File: src/rtl/axi_rd_master.sv
`default_nettype none
// ============================================================================
// Module   : axi_rd_master
// Brief    : AXI4 read master. Accepts one burst command at a time from the
//            read buffer, issues a single INCR AR transaction, forwards each
//            R beat (registered) back to the buffer and flags response,
//            length, 4 KB boundary and R-channel stall errors.
// Revision : 1.0 - initial release
// ============================================================================
module axi_rd_master #(
   parameter int AXI_DATA_WIDTH = 128,
   parameter int AXI_ADDR_WIDTH = 32,
   parameter int AXI_ID_WIDTH   = 4,
   parameter int TIMEOUT_CYC    = 1024
) (
   input  logic                      clk,
   input  logic                      reset_n,
   // command side (read buffer)
   input  logic                      rd_req_en,
   output logic                      rd_req_ack,
   input  logic [AXI_ADDR_WIDTH-1:0] rd_addr,
   input  logic [7:0]                rd_burst_len,
   // data side (read buffer)
   output logic                      rd_data_valid,
   output logic [AXI_DATA_WIDTH-1:0] rd_data,
   output logic                      rd_data_last,
   // AXI AR channel
   output logic [AXI_ID_WIDTH-1:0]   m_axi_arid,
   output logic [AXI_ADDR_WIDTH-1:0] m_axi_araddr,
   output logic [7:0]                m_axi_arlen,
   output logic [2:0]                m_axi_arsize,
   output logic [1:0]                m_axi_arburst,
   output logic                      m_axi_arlock,
   output logic [3:0]                m_axi_arcache,
   output logic [2:0]                m_axi_arprot,
   output logic [3:0]                m_axi_arqos,
   output logic                      m_axi_arvalid,
   input  logic                      m_axi_arready,
   // AXI R channel
   input  logic [AXI_ID_WIDTH-1:0]   m_axi_rid,
   input  logic [AXI_DATA_WIDTH-1:0] m_axi_rdata,
   input  logic [1:0]                m_axi_rresp,
   input  logic                      m_axi_rlast,
   input  logic                      m_axi_rvalid,
   output logic                      m_axi_rready,
   // status
   output logic                      rd_resp_err,
   output logic                      rd_len_err,
   output logic                      rd_bound_err,
   output logic                      rd_timeout_err
);

   localparam int unsigned BEAT_BYTES = AXI_DATA_WIDTH / 8;
   localparam logic [2:0]  ARSIZE     = 3'($clog2(BEAT_BYTES));
   localparam int          TMO_W      = $clog2(TIMEOUT_CYC + 1);
   // last idle count before the stall is declared a timeout
   localparam logic [TMO_W-1:0] TMO_LAST = TMO_W'(TIMEOUT_CYC - 1);

   typedef enum logic [1:0] {
      IDLE   = 2'd0,
      AR_REQ = 2'd1,
      R_DATA = 2'd2
   } state_t;

   state_t                    state_q, state_d;
   logic [AXI_ADDR_WIDTH-1:0] araddr_q, araddr_d;
   logic [7:0]                arlen_q, arlen_d;
   logic                      arvalid_q, arvalid_d;
   logic [7:0]                beat_cnt_q, beat_cnt_d;
   logic [TMO_W-1:0]          tmo_cnt_q, tmo_cnt_d;
   logic [AXI_DATA_WIDTH-1:0] rd_data_q, rd_data_d;
   logic                      rd_data_valid_q, rd_data_valid_d;
   logic                      rd_data_last_q, rd_data_last_d;
   logic                      resp_err_q, resp_err_d;
   logic                      len_err_q, len_err_d;
   logic                      bound_err_q, bound_err_d;
   logic                      timeout_err_q, timeout_err_d;

   logic [15:0]               burst_bytes;
   logic [15:0]               burst_end;
   logic                      bound_cross;
   logic                      unused_rid;

   // RID is not checked: only one transaction is ever outstanding
   assign unused_rid = ^m_axi_rid;

   // byte span of the requested burst relative to its 4 KB page (wide enough for 256 x 32 B)
   always_comb begin
      burst_bytes = ({8'd0, rd_burst_len} + 16'd1) * 16'(BEAT_BYTES);
      burst_end   = {4'd0, rd_addr[11:0]} + burst_bytes;
      bound_cross = (burst_end > 16'd4096);
   end

   // next-state and datapath updates for the IDLE -> AR_REQ -> R_DATA sequence
   always_comb begin
      state_d         = state_q;
      araddr_d        = araddr_q;
      arlen_d         = arlen_q;
      arvalid_d       = arvalid_q;
      beat_cnt_d      = beat_cnt_q;
      tmo_cnt_d       = tmo_cnt_q;
      rd_data_d       = rd_data_q;
      rd_data_valid_d = 1'b0;
      rd_data_last_d  = 1'b0;
      resp_err_d      = 1'b0;
      len_err_d       = 1'b0;
      bound_err_d     = 1'b0;
      timeout_err_d   = timeout_err_q;

      case (state_q)
         IDLE: begin
            if (rd_req_en) begin
               araddr_d    = rd_addr;
               arlen_d     = rd_burst_len;
               beat_cnt_d  = 8'd0;
               arvalid_d   = 1'b1;
               bound_err_d = bound_cross;
               state_d     = AR_REQ;
            end
         end
         AR_REQ: begin
            if (arvalid_q && m_axi_arready) begin
               arvalid_d = 1'b0;
               tmo_cnt_d = '0;
               state_d   = R_DATA;
            end
         end
         R_DATA: begin
            if (m_axi_rvalid) begin
               rd_data_valid_d = 1'b1;
               rd_data_d       = m_axi_rdata;
               rd_data_last_d  = m_axi_rlast;
               resp_err_d      = (m_axi_rresp != 2'b00);
               // short burst: RLAST early; long burst: index reached ARLEN without RLAST
               len_err_d       = m_axi_rlast ? (beat_cnt_q != arlen_q)
                                             : (beat_cnt_q >= arlen_q);
               beat_cnt_d      = beat_cnt_q + 8'd1;
               tmo_cnt_d       = '0;
               if (m_axi_rlast) begin
                  state_d = IDLE;
               end
            end else if (tmo_cnt_q == TMO_LAST) begin
               // counter parks here; the flag stays set and the FSM keeps waiting
               timeout_err_d = 1'b1;
            end else begin
               tmo_cnt_d = tmo_cnt_q + 1'b1;
            end
         end
         default: begin
            state_d   = IDLE;
            arvalid_d = 1'b0;
         end
      endcase
   end

   // state and datapath registers, cleared asynchronously
   always_ff @(posedge clk or negedge reset_n) begin
      if (!reset_n) begin
         state_q         <= IDLE;
         araddr_q        <= '0;
         arlen_q         <= 8'd0;
         arvalid_q       <= 1'b0;
         beat_cnt_q      <= 8'd0;
         tmo_cnt_q       <= '0;
         rd_data_q       <= '0;
         rd_data_valid_q <= 1'b0;
         rd_data_last_q  <= 1'b0;
         resp_err_q      <= 1'b0;
         len_err_q       <= 1'b0;
         bound_err_q     <= 1'b0;
         timeout_err_q   <= 1'b0;
      end else begin
         state_q         <= state_d;
         araddr_q        <= araddr_d;
         arlen_q         <= arlen_d;
         arvalid_q       <= arvalid_d;
         beat_cnt_q      <= beat_cnt_d;
         tmo_cnt_q       <= tmo_cnt_d;
         rd_data_q       <= rd_data_d;
         rd_data_valid_q <= rd_data_valid_d;
         rd_data_last_q  <= rd_data_last_d;
         resp_err_q      <= resp_err_d;
         len_err_q       <= len_err_d;
         bound_err_q     <= bound_err_d;
         timeout_err_q   <= timeout_err_d;
      end
   end

   assign rd_req_ack     = (state_q == IDLE) && rd_req_en;

   assign m_axi_arid     = '0;
   assign m_axi_araddr   = araddr_q;
   assign m_axi_arlen    = arlen_q;
   assign m_axi_arsize   = ARSIZE;
   assign m_axi_arburst  = 2'b01;
   assign m_axi_arlock   = 1'b0;
   assign m_axi_arcache  = 4'b0011;
   assign m_axi_arprot   = 3'b000;
   assign m_axi_arqos    = 4'b0000;
   assign m_axi_arvalid  = arvalid_q;
   assign m_axi_rready   = (state_q == R_DATA);

   assign rd_data_valid  = rd_data_valid_q;
   assign rd_data        = rd_data_q;
   assign rd_data_last   = rd_data_last_q;
   assign rd_resp_err    = resp_err_q;
   assign rd_len_err     = len_err_q;
   assign rd_bound_err   = bound_err_q;
   assign rd_timeout_err = timeout_err_q;

endmodule
`default_nettype wire

File: config.mk
export PLATFORM = sky130hd
export DESIGN_NAME = axi_rd_master
export DESIGN_NICKNAME = d
export VERILOG_FILES = /design/src/rtl/axi_rd_master.sv
export SDC_FILE = /design/constraint.sdc
export NUM_CORES = 1
export LEC_CHECK = 0
export BUFFER_PORTS_ARGS = -buffer_cell sky130_fd_sc_hd__buf_2
export CAP_MARGIN = 5
export CORE_AREA = 2 2 147 149
export CTS_BUF_LIST = sky130_fd_sc_hd__clkbuf_4
export DETAILED_ROUTE_END_ITERATION = 6
export DIE_AREA = 0 0 149 151
export PLACE_DENSITY = 0.7
export SLEW_MARGIN = 20
export SYNTH_ARGS = -nofsm -noshare
export SYNTH_HDL_FRONTEND = slang
export SYNTH_SLANG_ARGS = --single-unit
File: constraint.sdc
create_clock -name clk -period 2.7 [get_ports clk]
set_clock_uncertainty 0.1 [all_clocks]
set_input_delay 0.54 -clock clk [delete_from_list [all_inputs] [get_ports clk]]
set_output_delay 0.54 -clock clk [all_outputs]
set_load 0.01 [all_outputs]
# == Yosys cells after proc, flatten, opt, wreduce, memory -nomap -nowiden ==
# Index checks and enable logic that the tools add are counted.
# classes
add_sub_neg,4
multipliers,0
div,0
magnitude_cmp,2
eq_ne,9
shift,0
n_mux,26
n_bitwise,2
reduce_logical,13
# ops
op,n
$mux W11,3
$pmux W11 S2,1
$mux W8,2
$pmux W8 S2,1
$add A12 B13 Y14,1
$gt A14 B13 Y1 const B,1
$mux W1,13
$reduce_and A3 Y1,4
$add A11 B1 Y11 const B,1
$eq A11 B10 Y1 const B,1
$add A8 B1 Y9 const B,1
$add A8 B1 Y8 const B,1
$ge A8 B8 Y1,1
$mux W2,4
$ne A2 B2 Y1 const B,4
$ne A8 B8 Y1,1
$pmux W2 S3,1
$reduce_bool A2 Y1,3
$reduce_and A2 Y1,2
$reduce_and A4 Y1,1
$ne A3 B3 Y1 const B,1
$pmux W1 S3,1
$eq A2 B1 Y1 const B,1
$eq A2 B2 Y1 const B,1
other kinds (3),5
# totals
regBits,196
latchBits,0
ram_bits,0
romBits,0
inputBits,180
output_inout_bits,198
wordCells,69
n_memories,0

# == Logic depth before layout (Yosys ltp) ==
# logic_depth
word_depth,5
ltp_mapped,11
ltp_nobuf,11

# == Worst setup path after synthesis ==
# Ideal clock, no wire load.
# synth_path
path_kind,in2reg
start,input port rd_burst_len[0]
end,"register bound_err_q, in the netlist rd_bound_err"
setup_ns,0.101
t_arrival_ns,2.274
required_time_ns,2.499
setup_slack_ns,0.225
path_stages,8
path_cell_list,ha_1 > fa_1 > a21o_1 > a31o_2 > o21ai_0 > a211oi_1 > xor2_1 > o32ai_1
# synth_between
elab_chain_len,5
# synth_rtl
item,line,source
start: declaration,22,"input logic [7:0] rd_burst_len,"
$add A8 B1 Y9,89,"burst_bytes = ({8'd0, rd_burst_len} + 16'd1) * 16'(BEAT_BYTES);"
$add A12 B13 Y14,90,"burst_end = {4'd0, rd_addr[11:0]} + burst_bytes;"
$gt A14 B13 Y1,91,bound_cross = (burst_end > 16'd4096);
$mux W1,112,if (rd_req_en) begin
$mux W1,110,case (state_q)
net bound_err_d,76,"logic bound_err_q, bound_err_d;"
end signal: assignment,184,bound_err_q <= bound_err_d;
end: declaration,76,
# The timed path passes the listed nets, and every way through them passes these cells.
# A chain may end at the register's enable or synchronous reset.

# == Worst setup path after layout ==
# layout_path
start,register state_q[0]
end,output port rd_req_ack
# layout_between
elab_chain_len,2
# layout_rtl
item,line,source
start: declaration,65,"state_t state_q, state_d;"
start signal: assignment,173,state_q <= state_d;
$logic_not A2 Y1,189,assign rd_req_ack = (state_q == IDLE) && rd_req_en;
$logic_and A1 B1 Y1,189,
end: declaration,20,"output logic rd_req_ack,"
# No other way between the ends.

==> metrics.txt <==
critical setup path kind reg2out; RSZ-0062 raised after global routing no; total via count in the routed design 6212; overall die height 151 um; area taken by flip-flops and latches 0.00490 mm2; DR iter-0 viols 265; Max Slew Vio Count 0; area of the core 0.0208 mm2; leakage power total 5.41 nW; count of max-cap constraint violations 0; buffer cell driving the clock tree root clkbuf_4; FP Rows 53; Util after Layout 52.4%; via density per instance 4.82; WHS 65.6 ps; Synth async-reset ratio 100%; count of port buffers added during placement 352; FILL cells 1841; type of the most critical hold path in2reg; layout cells sized above 1 55.8%; CP Capture Type output pin; GR Util All Layers 18.1%; maximum count of clock buffers along a single path 2; TritonRoute pass-1 iters 4; synthesis-stage register bit count 196; estimated wirelength of the detail-placed design 16.4 mm; outcome finished, final reports clean; Cells after DPL 1247; top cell types by occurrence after synthesis dfrtp_1, mux2_2, o21ai_0; leftover overflow at the end of global routing 0; post-synthesis area per instance 13.4 um2; minimum period implied by the final worst setup slack 2350 ps; count leader, synth dfrtp_1; prevailing post-synth register cell dfrtp_1; initial antenna violation count 0; power density cells 1040 mW/mm2; fin cells 1289; maximum VDD drop 518 uV; post-synthesis cell area 0.00842 mm2; Detailed Route WL 21.3 mm; GPL Wtd Cong 0.806; wire length of the first global-routing pass 31.6 mm; antenna-violating nets left 0; starting utilization of the core area 40.4%; number of clock sinks 196; area of the die 0.0225 mm2; clock tree from TritonCTS yes; average routed wire per standard cell 16.5 um; ratio of final minimum period to clock period 87.1%; Area Growth Syn to Fin 29.7%; final number of hold-violating endpoints 0; Critical Path AT 1710 ps; data required time of the critical path 2060 ps; top fanout value on the critical path 5; Fmax achieved 0.425 GHz; via count of the first global-routing pass 5997; Syn Inst Count 628; largest net degree at the start of global routing 72; YS warnings 0; Area contributors post-synth dfrtp_1, mux2_2, ha_1, buf_4, o21ai_0; Worst-Skew Late Latency 580 ps; post-CTS setup-driven buffer insertion count 0; Worst setup SP type register; setup total negative slack 0 ps; number of synthesized flops with an enable pin 0; number of buffers added by the clock tree synthesis step 17; Yosys cell types 46; CTS clock-pin slew for the worst setup and hold paths 190 ps; die width 149 um; post-synth top area cell dfrtp_1; area share of the leading cell type in the synthesized netlist 58.3%; net count of the finished layout 1204; sequential element share of the synthesized area 58.3%; number of top-level pins 378; Setup Viol. Count Final 0; remaining routing DRC violations 0; area occupied by multi-input gates 0.00325 mm2; H-tree lvl count 4
## cell usage in the layout, fill, tap and decap left out, types with 7 or more instances in the layout
cell           instances
a21oi_1                7
ha_1                  23
inv_1                 17
nand3_1               17
buf_4                 12
o21ai_0               29
buf_2                351
dlygate4sd3_1          9
conb_1                21
mux2_2               161
nor2_1                26
clkbuf_4              17
xor2_1                 9
nand2_1               26
dfrtp_1              196
## stage by stage
step / worst slack (ps) / power, mW / area (um2)
final: 348 / 11.4 / 10900
after floorplan: 225 / 7.70 / 8490
after CTS: 246 / 11.6 / 10900
after global routing: 82.6 / 12.1 / 10900
after detailed placement: -38.2 / 9.88 / 10500
after global placement: -10.2 / 9.71 / 10500
## layout make-up
class | instances | share of cell area [%]
antenna | 1 | 0.0229
clock buffer | 17 | 1.17
clock inverter | 15 | 1.66
inverter | 19 | 0.676
multi-input combinational | 389 | 29.8
sequential | 196 | 44.9
tap | 275 | 3.15
timing repair buffer | 377 | 18.6
## per-layer routing
layer / part of all wire, % / vias up / track usage (%)
met1: 40 / 3047 / 21.9
met5: 0 / - / 0
li1: - / 2933 / -
met2: 53 / 210 / 32.2
met4: 1.8 / 0 / 5.76
met3: 5.5 / 22 / 4.07
## power by group
group          switching (mW)  internal [mW]
combinational            2.42           2.41
sequential              0.638           4.25
clock                    1.13          0.516
total                    4.18           7.18
## timing repair
item / in CTS / in global routing
resized for setup: 0 / 0
hold endpoints to repair: 56 / 3
hold buffers: 6 / 3
## flip-flops by register name (all words and copies together), names as in the netlist
name	count
rd_timeout_err	1
beat_cnt_q	8
rd_data_valid	1
state_q	2
rd_data	128
m_axi_arlen	8
rd_data_last	1
m_axi_araddr	32
rd_len_err	1
rd_bound_err	1
rd_resp_err	1
tmo_cnt_q	11
m_axi_arvalid	1
## critical path, stage by stage (launching register included)
cell and delay, ps:
dfrtp_1 410, inv_1 70, ha_1 260, nand2_1 130, clkinv_1 100, buf_2 160
## final timing paths
check | start | end | slack, ps | cells after the start
setup / recovery | state_q[0] | rd_req_ack | 350 | 5
hold / removal | m_axi_rdata[53] | rd_data[53] | 70 | 2
setup reg to reg | state_q[0] | tmo_cnt_q[5] | 390 | 8
hold reg to reg | rd_timeout_err | rd_timeout_err | 390 | 1
max in group asynchronous | reset_n | rd_data[118] | 1380 | 3
min in group asynchronous | reset_n | rd_data[72] | 330 | 2
## kinds of logic (layout without fill, tap and decap cells)
kind of cell               Yosys count  count (layout)  share of synthesized area (%)
and+or+nand+nor                     99              99                           5.62
AOI/OAI and AO/OA                   68              68                           5.19
buffers and inverters               62             428                           3.94
muxes                              162             162                           21.7
xor gates and xnor gates            15              15                           1.56
other                                2              22                         0.0892
adders and majority gates           24              24                           3.66
DFF                                196             196                           58.3
(Power assumes the default switching activity.)
